**config.mk**
```make
export PLATFORM = sky130hd
export DESIGN_NAME = ram_stream_reader
export DESIGN_NICKNAME = d
export VERILOG_FILES = /design/src/rtl/cnn_mem_pkg.sv /design/src/rtl/sync_fifo_fwft.sv /design/src/rtl/ram_stream_reader.sv
export SDC_FILE = /design/constraint.sdc
export NUM_CORES = 1
export LEC_CHECK = 0
export ABC_CLOCK_PERIOD_IN_PS = 7200
export BUFFER_PORTS_ARGS = -buffer_cell sky130_fd_sc_hd__buf_2
export CAP_MARGIN = 15
export CORE_MARGIN = 5
export CORE_UTILIZATION = 40
export CTS_BUF_LIST = sky130_fd_sc_hd__clkbuf_4 sky130_fd_sc_hd__clkbuf_8 sky130_fd_sc_hd__clkbuf_16
export CTS_CLUSTER_DIAMETER = 60
export DETAILED_ROUTE_END_ITERATION = 7
export PLACE_DENSITY_LB_ADDON = 0.25
export SETUP_SLACK_MARGIN = 0.1
export SLEW_MARGIN = 5
export SYNTH_ARGS = -nofsm -noshare
export SYNTH_HDL_FRONTEND = slang
export SYNTH_HIERARCHICAL = 1
export SYNTH_SLANG_ARGS = --single-unit
```
**constraint.sdc**
```tcl
create_clock -name clk -period 7.2 [get_ports clk]
set_clock_uncertainty 0.1 [all_clocks]
set_input_delay 1.44 -clock clk [delete_from_list [all_inputs] [get_ports clk]]
set_output_delay 1.44 -clock clk [all_outputs]
set_load 0.1 [all_outputs]
```
**src/rtl/cnn_mem_pkg.sv**
```systemverilog
// -----------------------------------------------------------------------------
// cnn_mem_pkg
// Shared types and helpers for the on-chip memory access blocks.
//   state_t         reader FSM states
//   rd_tag_t        per-read tag carried alongside the RAM read latency
//   RD_LAT_DEFAULT  read latency of the team's dual-port RAM model
//   clog2()         constant ceil(log2) used for pointer and count widths
// -----------------------------------------------------------------------------
package cnn_mem_pkg;

   localparam int RD_LAT_DEFAULT = 2;

   typedef enum logic [1:0] {
      IDLE,
      RUN,
      DRAIN
   } state_t;

   // vld marks a read that must be captured; last marks the final read of a request.
   typedef struct packed {
      logic vld;
      logic last;
   } rd_tag_t;

   function automatic int clog2(input int value);
      int r;
      int v;
      r = 0;
      v = value - 1;
      while (v > 0) begin
         r++;
         v = v >> 1;
      end
      return r;
   endfunction

endpackage

```
**src/rtl/sync_fifo_fwft.sv**
```systemverilog
// -----------------------------------------------------------------------------
// sync_fifo_fwft
// Synchronous first-word-fall-through FIFO. The head entry is visible on dout
// whenever empty==0; pop consumes it. DEPTH must be a power of two >= 2.
// Ports:
//   clk, rst     clock, asynchronous active-low reset
//   push, din    write request and data (ignored when full unless popping)
//   pop          consume the head entry (ignored when empty)
//   dout         head entry
//   empty, full  occupancy flags
//   count        number of stored entries (0..DEPTH)
// -----------------------------------------------------------------------------
module sync_fifo_fwft
   import cnn_mem_pkg::*;
#(
   parameter int DW    = 33,
   parameter int DEPTH = 4
) (
   input  logic                          clk,
   input  logic                          rst,
   input  logic                          push,
   input  logic                          pop,
   input  logic [DW-1:0]                 din,
   output logic [DW-1:0]                 dout,
   output logic                          empty,
   output logic                          full,
   output logic [clog2(DEPTH+1)-1:0]     count
);

   localparam int PW = clog2(DEPTH);
   localparam int CW = clog2(DEPTH + 1);

   localparam logic [PW-1:0] PTR_ONE  = PW'(1);
   localparam logic [CW-1:0] CNT_ONE  = CW'(1);
   localparam logic [CW-1:0] CNT_FULL = CW'(DEPTH);

   logic [DW-1:0] mem [DEPTH];
   logic [PW-1:0] wr_ptr;
   logic [PW-1:0] rd_ptr;
   logic          do_push;
   logic          do_pop;

   assign empty   = (count == '0);
   assign full    = (count == CNT_FULL);
   assign do_pop  = pop & ~empty;
   // A push into a full FIFO is only accepted when the head leaves in the same cycle.
   assign do_push = push & (~full | do_pop);
   assign dout    = mem[rd_ptr];

   // NOTE: storage has no reset; empty/count gate its use, so only the pointers need one.
   always_ff @(posedge clk) begin
      if (do_push) begin
         mem[wr_ptr] <= din;
      end
   end

   // NOTE: sequential state uses non-blocking assignments so every flop sees pre-edge values.
   always_ff @(posedge clk or negedge rst) begin
      if (!rst) begin
         wr_ptr <= '0;
         rd_ptr <= '0;
         count  <= '0;
      end else begin
         if (do_push) begin
            wr_ptr <= wr_ptr + PTR_ONE;
         end
         if (do_pop) begin
            rd_ptr <= rd_ptr + PTR_ONE;
         end
         case ({do_push, do_pop})
            2'b10:   count <= count + CNT_ONE;
            2'b01:   count <= count - CNT_ONE;
            default: count <= count;
         endcase
      end
   end

endmodule

```
**src/rtl/ram_stream_reader.sv**
```systemverilog
// -----------------------------------------------------------------------------
// ram_stream_reader
// Reads len consecutive words from a RAM with a fixed registered read latency
// and emits them as a valid/ready stream. Reads are issued only while the
// output buffer has room for every outstanding beat, so backpressure never
// drops a word.
// Ports:
//   clk, rst              clock, asynchronous active-low reset
//   start                 request pulse (ignored while busy)
//   base_addr, len        first address and word count, sampled with start
//   raddr                 registered RAM read address
//   rdata                 RAM read data, valid RD_LAT cycles after raddr
//   out_data, out_valid,
//   out_ready, out_last   output stream; out_last marks the final word
//   busy                  request in progress
//   done                  one-cycle pulse after the final word is accepted
// -----------------------------------------------------------------------------
module ram_stream_reader
   import cnn_mem_pkg::*;
#(
   parameter int AW         = 12,
   parameter int DW         = 32,
   parameter int RD_LAT     = RD_LAT_DEFAULT,
   parameter int FIFO_DEPTH = 4
) (
   input  logic          clk,
   input  logic          rst,
   input  logic          start,
   input  logic [AW-1:0] base_addr,
   input  logic [AW:0]   len,
   output logic [AW-1:0] raddr,
   input  logic [DW-1:0] rdata,
   output logic [DW-1:0] out_data,
   output logic          out_valid,
   input  logic          out_ready,
   output logic          out_last,
   output logic          busy,
   output logic          done
);

   localparam int CW = clog2(FIFO_DEPTH + 1);

   localparam logic [AW-1:0] ADDR_ONE = AW'(1);
   localparam logic [AW:0]   LEN_ONE  = (AW+1)'(1);

   state_t          state;
   logic [AW-1:0]   addr;
   logic [AW:0]     rem_cnt;

   // iss is the tag for the read whose raddr is on the bus this cycle;
   // lat_sr carries it through the RAM latency so the last stage lines up with rdata.
   rd_tag_t         iss;
   rd_tag_t         lat_sr [RD_LAT];

   logic            issue_now;
   logic            issue_last;
   logic [AW-1:0]   issue_addr;
   logic            credit_ok;
   int              inflight;
   int              occupancy;

   logic            pop;
   logic [DW:0]     fifo_dout;
   logic            fifo_empty;
   logic            fifo_full;
   logic [CW-1:0]   fifo_count;

   assign out_valid = ~fifo_empty;
   assign out_data  = fifo_empty ? '0 : fifo_dout[DW-1:0];
   assign out_last  = ~fifo_empty & fifo_dout[DW];
   assign pop       = out_valid & out_ready;

   // NOTE: every always_comb output gets a default first, so no path can infer a latch.
   always_comb begin
      inflight   = 0;
      occupancy  = 0;
      credit_ok  = 1'b0;
      issue_now  = 1'b0;
      issue_last = 1'b0;
      issue_addr = addr;

      // Every outstanding read, including the beat landing this cycle, needs a slot;
      // the head leaving this cycle frees one, which keeps 1 word/cycle at DEPTH=RD_LAT+2.
      if (iss.vld) begin
         inflight++;
      end
      for (int i = 0; i < RD_LAT; i++) begin
         if (lat_sr[i].vld) begin
            inflight++;
         end
      end
      occupancy = int'(fifo_count) - (pop ? 1 : 0) + inflight;
      credit_ok = (occupancy < FIFO_DEPTH);

      case (state)
         IDLE: begin
            // The buffer is empty and nothing is in flight when idle, so the
            // first read goes out on the start edge itself.
            if (start && (len != '0)) begin
               issue_now  = 1'b1;
               issue_addr = base_addr;
               issue_last = (len == LEN_ONE);
            end
         end
         RUN: begin
            if (credit_ok) begin
               issue_now  = 1'b1;
               issue_last = (rem_cnt == LEN_ONE);
            end
         end
         default: ;
      endcase
   end

   always_ff @(posedge clk or negedge rst) begin
      if (!rst) begin
         state   <= IDLE;
         addr    <= '0;
         rem_cnt <= '0;
         raddr   <= '0;
         busy    <= 1'b0;
         done    <= 1'b0;
      end else begin
         done <= 1'b0;
         if (issue_now) begin
            raddr <= issue_addr;
            addr  <= issue_addr + ADDR_ONE;
         end
         case (state)
            IDLE: begin
               if (start) begin
                  if (len == '0) begin
                     done <= 1'b1;
                  end else begin
                     rem_cnt <= len - LEN_ONE;
                     busy    <= 1'b1;
                     state   <= (len == LEN_ONE) ? DRAIN : RUN;
                  end
               end
            end
            RUN: begin
               if (issue_now) begin
                  rem_cnt <= rem_cnt - LEN_ONE;
                  if (issue_last) begin
                     state <= DRAIN;
                  end
               end
            end
            DRAIN: begin
               if (pop && out_last) begin
                  state <= IDLE;
                  busy  <= 1'b0;
                  done  <= 1'b1;
               end
            end
            default: state <= IDLE;
         endcase
      end
   end

   always_ff @(posedge clk or negedge rst) begin
      if (!rst) begin
         iss <= '0;
         for (int i = 0; i < RD_LAT; i++) begin
            lat_sr[i] <= '0;
         end
      end else begin
         iss.vld   <= issue_now;
         iss.last  <= issue_last;
         lat_sr[0] <= iss;
         for (int i = 1; i < RD_LAT; i++) begin
            lat_sr[i] <= lat_sr[i-1];
         end
      end
   end

   sync_fifo_fwft #(
      .DW    (DW + 1),
      .DEPTH (FIFO_DEPTH)
   ) u_fifo (
      .clk   (clk),
      .rst   (rst),
      .push  (lat_sr[RD_LAT-1].vld),
      .pop   (pop),
      .din   ({lat_sr[RD_LAT-1].last, rdata}),
      .dout  (fifo_dout),
      .empty (fifo_empty),
      .full  (fifo_full),
      .count (fifo_count)
   );

   // The credit check must leave room for every beat that returns from the RAM.
   beat_room_chk: assert property (@(posedge clk) disable iff (!rst)
      lat_sr[RD_LAT-1].vld |-> (!fifo_full || pop))
      else $error("ram_stream_reader: read beat arrived at a full output buffer");

endmodule
```
After elaboration in Yosys (flattened, before gate mapping) --
Memory sizes are Yosys's and may differ from the RTL's. Cells that the tools add are included. W data, S select, Z words.
Word-level totals: flip-flop bits (word level) 54, memory bits (writable) 132, bits of input ports 61, output and inout bits 48, word-level logic and storage cells 94, memories kept 1
Memories:
- u_fifo.mem | depth 4, bits a word 33, rd ports 1, clocked after memory_dff 0, wr ports 1, line sync_fifo_fwft.sv:37 | logic [DW-1:0] mem [DEPTH];
Operators by class: add/sub/neg operators 11, $lt $le $gt $ge 1, equal/unequal tests 12, mux-type cells 35, bitwise gates (word level) 7, reductions and logical operators 12
Operator list (count):
- $mux W32 | 3
- $add A32 B2 Y32 const B | 2
- $mux W13 | 3
- $add A4 B32 Y32 | 1
- $lt A32 B4 Y1 const B | 1
- $eq A13 B1 Y1 const B | 2
- $pmux W13 S2 | 1
- $sub A13 B1 Y13 const B | 2
- $mux W12 | 2
- $mux W1 | 14
- $logic_not A13 Y1 | 1
- $reduce_bool A13 Y1 | 1
- $add A12 B1 Y12 const B | 1
- $mux W2 | 6
- $ne A2 B2 Y1 const B | 5
- $pmux W1 S2 | 4
- $reduce_and A4 Y1 | 2
- $pmux W2 S3 | 1
- $pmux W3 S2 | 1
- $reduce_bool A2 Y1 | 3
- $reduce_and A5 Y1 | 1
- $add A2 B1 Y2 const B | 2
- $and A1 B1 Y1 | 4
- $eq A2 B1 Y1 const B | 2
- other kinds (10) | 13

Longest topological paths before layout --
word-level depth 12, gate-level depth with buffers 20, gate-level depth less buffers 19

By module --
The synthesis kept the hierarchy.
By module, submodules not included:
- sync_fifo_fwft | times used 1, cells each 227, area an instance 5275.1 um2, sequential area each 4139.0 um2
- ram_stream_reader | times used 1, cells each 396, area an instance 3413.3 um2, sequential area each 1176.1 um2

Least setup slack after synthesis --
No wires, ideal clock.
kind input port to flip-flop, start point input port out_ready, end point register raddr[11], setup time 0.137 ns, data arrival time 4.855 ns, required time 6.963 ns, path slack 2.109 ns, stages on the path 15, buffers on the path 1, cell sequence nor2b_1 > ha_1 > ha_1 > xor2_1 > ha_1 > inv_1 > o31ai_1 > o21ai_0 > ha_1 > nor4b_1 > o2111ai_2 > nand2_1 > buf_2 > mux2i_1 > a21oi_1
Between the ends: cells in the longest elaborated chain, start to end 7
Ends and longest elaborated chain:
- from (decl) | line ram_stream_reader.sv:35 | input logic out_ready,
- $and A1 B1 Y1 | line ram_stream_reader.sv:71 | assign pop = out_valid & out_ready;
- $mux W1 | line ram_stream_reader.sv:92 | occupancy = int'(fifo_count) - (pop ? 1 : 0) + inflight;
- $sub A3 B1 Y4 | line ram_stream_reader.sv:92
- $add A4 B32 Y32 | line ram_stream_reader.sv:92
- $lt A32 B4 Y1 | line ram_stream_reader.sv:93 | credit_ok = (occupancy < FIFO_DEPTH);
- $mux W1 | line ram_stream_reader.sv:106 | if (credit_ok) begin
- $pmux W1 S2 | line ram_stream_reader.sv:95 | case (state)
- to (signal assigned) | line ram_stream_reader.sv:126 | raddr <= issue_addr;
- to (decl) | line ram_stream_reader.sv:31 | output logic [AW-1:0] raddr,
Every way passes these cells. A chain may end at the register's enable or synchronous reset.

Final worst setup path --
start point input port out_ready, end point register rem_cnt[3]
Between the ends: cells in the longest elaborated chain, start to end 9
Ends and longest elaborated chain:
- $and A1 B1 Y1 | line ram_stream_reader.sv:71
- net pop | line ram_stream_reader.sv:62 | logic pop;
- $mux W1 | line ram_stream_reader.sv:92
- $sub A3 B1 Y4 | line ram_stream_reader.sv:92
- $add A4 B32 Y32 | line ram_stream_reader.sv:92
- $lt A32 B4 Y1 | line ram_stream_reader.sv:93
- $mux W1 | line ram_stream_reader.sv:106
- $pmux W1 S2 | line ram_stream_reader.sv:95
- $ne A2 B2 Y1 (no line)
- $reduce_and A4 Y1 (no line)
- to (signal assigned) | line ram_stream_reader.sv:135 | rem_cnt <= len - LEN_ONE;
- to (signal assigned) | line ram_stream_reader.sv:143 | rem_cnt <= rem_cnt - LEN_ONE;
- to (decl) | line ram_stream_reader.sv:48 | logic [AW:0] rem_cnt;
The timed path passes the listed nets, and every way through them passes these cells.

==> flow_summary.html <==
<table>
<tr><th>Metric</th><th>Value</th></tr>
<tr><th colspan="2">Timing</th></tr>
<tr><td>Fraction of the cycle the final worst path needs</td><td>75.8%</td></tr>
<tr><td>Unrepaired setup endpoints after global routing</td><td>false</td></tr>
<tr><td>Max Clock Freq</td><td>183 MHz</td></tr>
<tr><td>Post-layout minimum cycle time</td><td>5460 ps</td></tr>
<tr><td>Hold Violations, Final</td><td>0</td></tr>
<tr><td>Final Setup Violations</td><td>0</td></tr>
<tr><td>Sum of negative setup slack</td><td>0 ps</td></tr>
<tr><td>Final slew viol count</td><td>0</td></tr>
<tr><td>Worst relative slew slack</td><td>28.5%</td></tr>
<tr><td>Hold_ws</td><td>248 ps</td></tr>
<tr><td>Transition time of the tightest slew-check pin</td><td>1070 ps</td></tr>
<tr><th colspan="2">Placement</th></tr>
<tr><td>Instance area after placement</td><td>9510 sq um</td></tr>
<tr><td>HPWL after detailed placement</td><td>11.6 mm</td></tr>
<tr><td>Placer Congestion</td><td>0.830</td></tr>
<tr><td>Buffers added on ports</td><td>108</td></tr>
<tr><th colspan="2">Synth</th></tr>
<tr><td>Mapped Cells</td><td>622</td></tr>
<tr><td>Cell area after technology mapping</td><td>8680 sq um</td></tr>
<tr><td>Yosys warns</td><td>6</td></tr>
<tr><td>Total nets after synthesis</td><td>705</td></tr>
<tr><td>Syn Area/Cell</td><td>14.0 sq um</td></tr>
<tr><th colspan="2">Worst hold path</th></tr>
<tr><td>Hold WC Path Type</td><td>reg -&gt; reg</td></tr>
<tr><td>Worst hold path stage count</td><td>0</td></tr>
<tr><th colspan="2">Layout</th></tr>
<tr><td>Register Area</td><td>5320 sq um</td></tr>
<tr><td># fillers</td><td>1917</td></tr>
<tr><td>Fin util</td><td>46.6%</td></tr>
<tr><td>Total area of multi-input combinational cells</td><td>3140 sq um</td></tr>
<tr><td>Area of all placed cells without fillers</td><td>10100 sq um</td></tr>
<tr><td>Fraction of final layout cells sized beyond drive strength 1</td><td>27.0%</td></tr>
<tr><td>Area delta synth-&gt;final</td><td>16.1%</td></tr>
<tr><td>Number of inserted diodes</td><td>0</td></tr>
<tr><td>Final net count</td><td>811</td></tr>
<tr><th colspan="2">Critical path</th></tr>
<tr><td>Worst Reg2Reg Path Length in Cells</td><td>19</td></tr>
<tr><td>Data arrival time of the critical path</td><td>5670 ps</td></tr>
<tr><td>Category of the critical setup timing path</td><td>in -&gt; reg</td></tr>
<tr><td>Endpoint type of the worst setup path</td><td>register</td></tr>
<tr><td>Nature of the critical path startpoint</td><td>input pin</td></tr>
<tr><td>Highest fanout seen on the critical path</td><td>28</td></tr>
<tr><td>CP required</td><td>7410 ps</td></tr>
<tr><th colspan="2">Global routing</th></tr>
<tr><td>Combined global-route utilization of all metal layers</td><td>14.9%</td></tr>
<tr><td>Number of global-route vias before repair</td><td>5491</td></tr>
<tr><td>Maximum number of pins on one net before global-route repair</td><td>55</td></tr>
<tr><td>Initial antenna violation count</td><td>0</td></tr>
<tr><td>Global-route wire length before repair</td><td>29.1 mm</td></tr>
<tr><td>Remaining global-route overflow</td><td>0</td></tr>
<tr><th colspan="2">Run status</th></tr>
<tr><td>Run status</td><td>complete, no violations</td></tr>
<tr><th colspan="2">Floorplanning</th></tr>
<tr><td>Vert. Die Dim</td><td>157 um</td></tr>
<tr><td>Die width</td><td>157 um</td></tr>
<tr><td>Die Area</td><td>24800 sq um</td></tr>
<tr><td>Core Rows</td><td>54</td></tr>
<tr><td>Starting density of the core</td><td>40.2%</td></tr>
<tr><td>IO Pins</td><td>109</td></tr>
<tr><td>Core area</td><td>21600 sq um</td></tr>
<tr><th colspan="2">Clocking</th></tr>
<tr><td>TritonCTS clock tree</td><td>yes</td></tr>
<tr><td>Post-CTS clock slew at the launch and capture registers of the worst setup and hold paths</td><td>70 ps</td></tr>
<tr><td>Clock latency of the later-clocked register in the worst-skew pair</td><td>420 ps</td></tr>
<tr><td>Post CTS Setup Buffer Count</td><td>0</td></tr>
<tr><td>Clk buf depth</td><td>2</td></tr>
<tr><td>CTS Root Cell</td><td>sky130_fd_sc_hd__clkbuf_16</td></tr>
<tr><td>Clock H-tree levels</td><td>4</td></tr>
<tr><td>Gates resized, CTS repair</td><td>0</td></tr>
<tr><td>Number of buffers created by CTS</td><td>17</td></tr>
<tr><td>Clk sink count</td><td>186</td></tr>
<tr><td>CTS hold repair buffers</td><td>0</td></tr>
<tr><th colspan="2">Route</th></tr>
<tr><td>WL final</td><td>17.8 mm</td></tr>
<tr><td>Initial drt markers</td><td>393</td></tr>
<tr><td>Detailed-routing iteration count for the pre-antenna-repair pass</td><td>4</td></tr>
<tr><td>Avg Vias per Cell</td><td>5.31</td></tr>
<tr><td>Number of routed nets with antenna violations</td><td>0</td></tr>
<tr><td>DRC viols</td><td>0</td></tr>
<tr><td>Vias after detailed routing</td><td>5417</td></tr>
<tr><td>Drt wl/cell</td><td>17.5 um</td></tr>
<tr><th colspan="2">Job</th></tr>
<tr><td>Max-cap violations</td><td>0</td></tr>
</table>
[area by class of cell]
cell class / instances / area share (%)
Sequential cell: 186 / 52.7
Multi-Input combinational cell: 382 / 31.2
Timing Repair Buffer: 116 / 5.96
Clock buffer: 17 / 4.22
Tap cell: 280 / 3.47
Clock inverter: 15 / 1.53
Inverter: 25 / 0.931
[layout by cell type (no fill, tap or decap), drive strengths merged, types with 24 or more instances in the layout]
cell,instances
buf,116
nor2b,37
mux4,33
nor2,24
nand2,44
edfxtp,132
a21oi,27
o21ai,30
inv,33
dfrtp,54
[worst max-delay path, stage by stage]
cell,delay [ps]
sky130_fd_sc_hd__buf_2,120
sky130_fd_sc_hd__nor2b_1,120
sky130_fd_sc_hd__buf_4,180
sky130_fd_sc_hd__ha_1,220
sky130_fd_sc_hd__ha_1,200
sky130_fd_sc_hd__xor2_1,150
sky130_fd_sc_hd__ha_1,330
sky130_fd_sc_hd__inv_1,40
sky130_fd_sc_hd__o31ai_1,590
sky130_fd_sc_hd__o21ai_0,190
sky130_fd_sc_hd__ha_1,260
sky130_fd_sc_hd__nor4b_1,350
sky130_fd_sc_hd__o2111ai_2,390
sky130_fd_sc_hd__nand2_1,230
sky130_fd_sc_hd__nor2_2,80
sky130_fd_sc_hd__inv_2,350
sky130_fd_sc_hd__o21ai_0,180
sky130_fd_sc_hd__a32o_1,230
[worst paths after layout]
check                                            start                            to  slack, ps
max                                          out_ready        rem_cnt[3]$_DFFE_PN0P_       1740
min                                   iss[0]$_DFF_PN0_           lat_sr[2]$_DFF_PN0_        250
max reg2reg                u_fifo/count[2]$_DFFE_PN0P_        rem_cnt[3]$_DFFE_PN0P_       1850
min reg2reg                           iss[0]$_DFF_PN0_           lat_sr[2]$_DFF_PN0_        250
max in group asynchronous                          rst  u_fifo/rd_ptr[0]$_DFFE_PN0N_       5430
min in group asynchronous                          rst        rem_cnt[1]$_DFFE_PN0P_       1050
[flip-flops by register name, indices dropped and copies added, names as in the netlist, 2 cells and up]
register / flops
raddr: 12
u_fifo/rd_ptr: 2
u_fifo/wr_ptr: 2
iss: 2
u_fifo/count: 3
addr: 12
rem_cnt: 13
state: 2
lat_sr: 4
u_fifo/mem: 132
[metrics by stage]
stage	std cells	setup slack (ps)
after global routing	1021	1380
after global placement	989	1590
final	1021	1740
after detailed placement	989	1370
after floorplan	622	2110
after CTS	1021	1800
[layer usage]
layer	vias to the layer above	global-route usage (%)	wire length, um
li1	2560	-	-
met1	2698	20.0	8010
met2	148	25.2	8750
met3	11	3.41	911
met4	0	3.07	143
met5	-	0	0
Power is not shown: default switching activity piles up to over one toggle a cycle in this logic, so the estimate is an artifact.
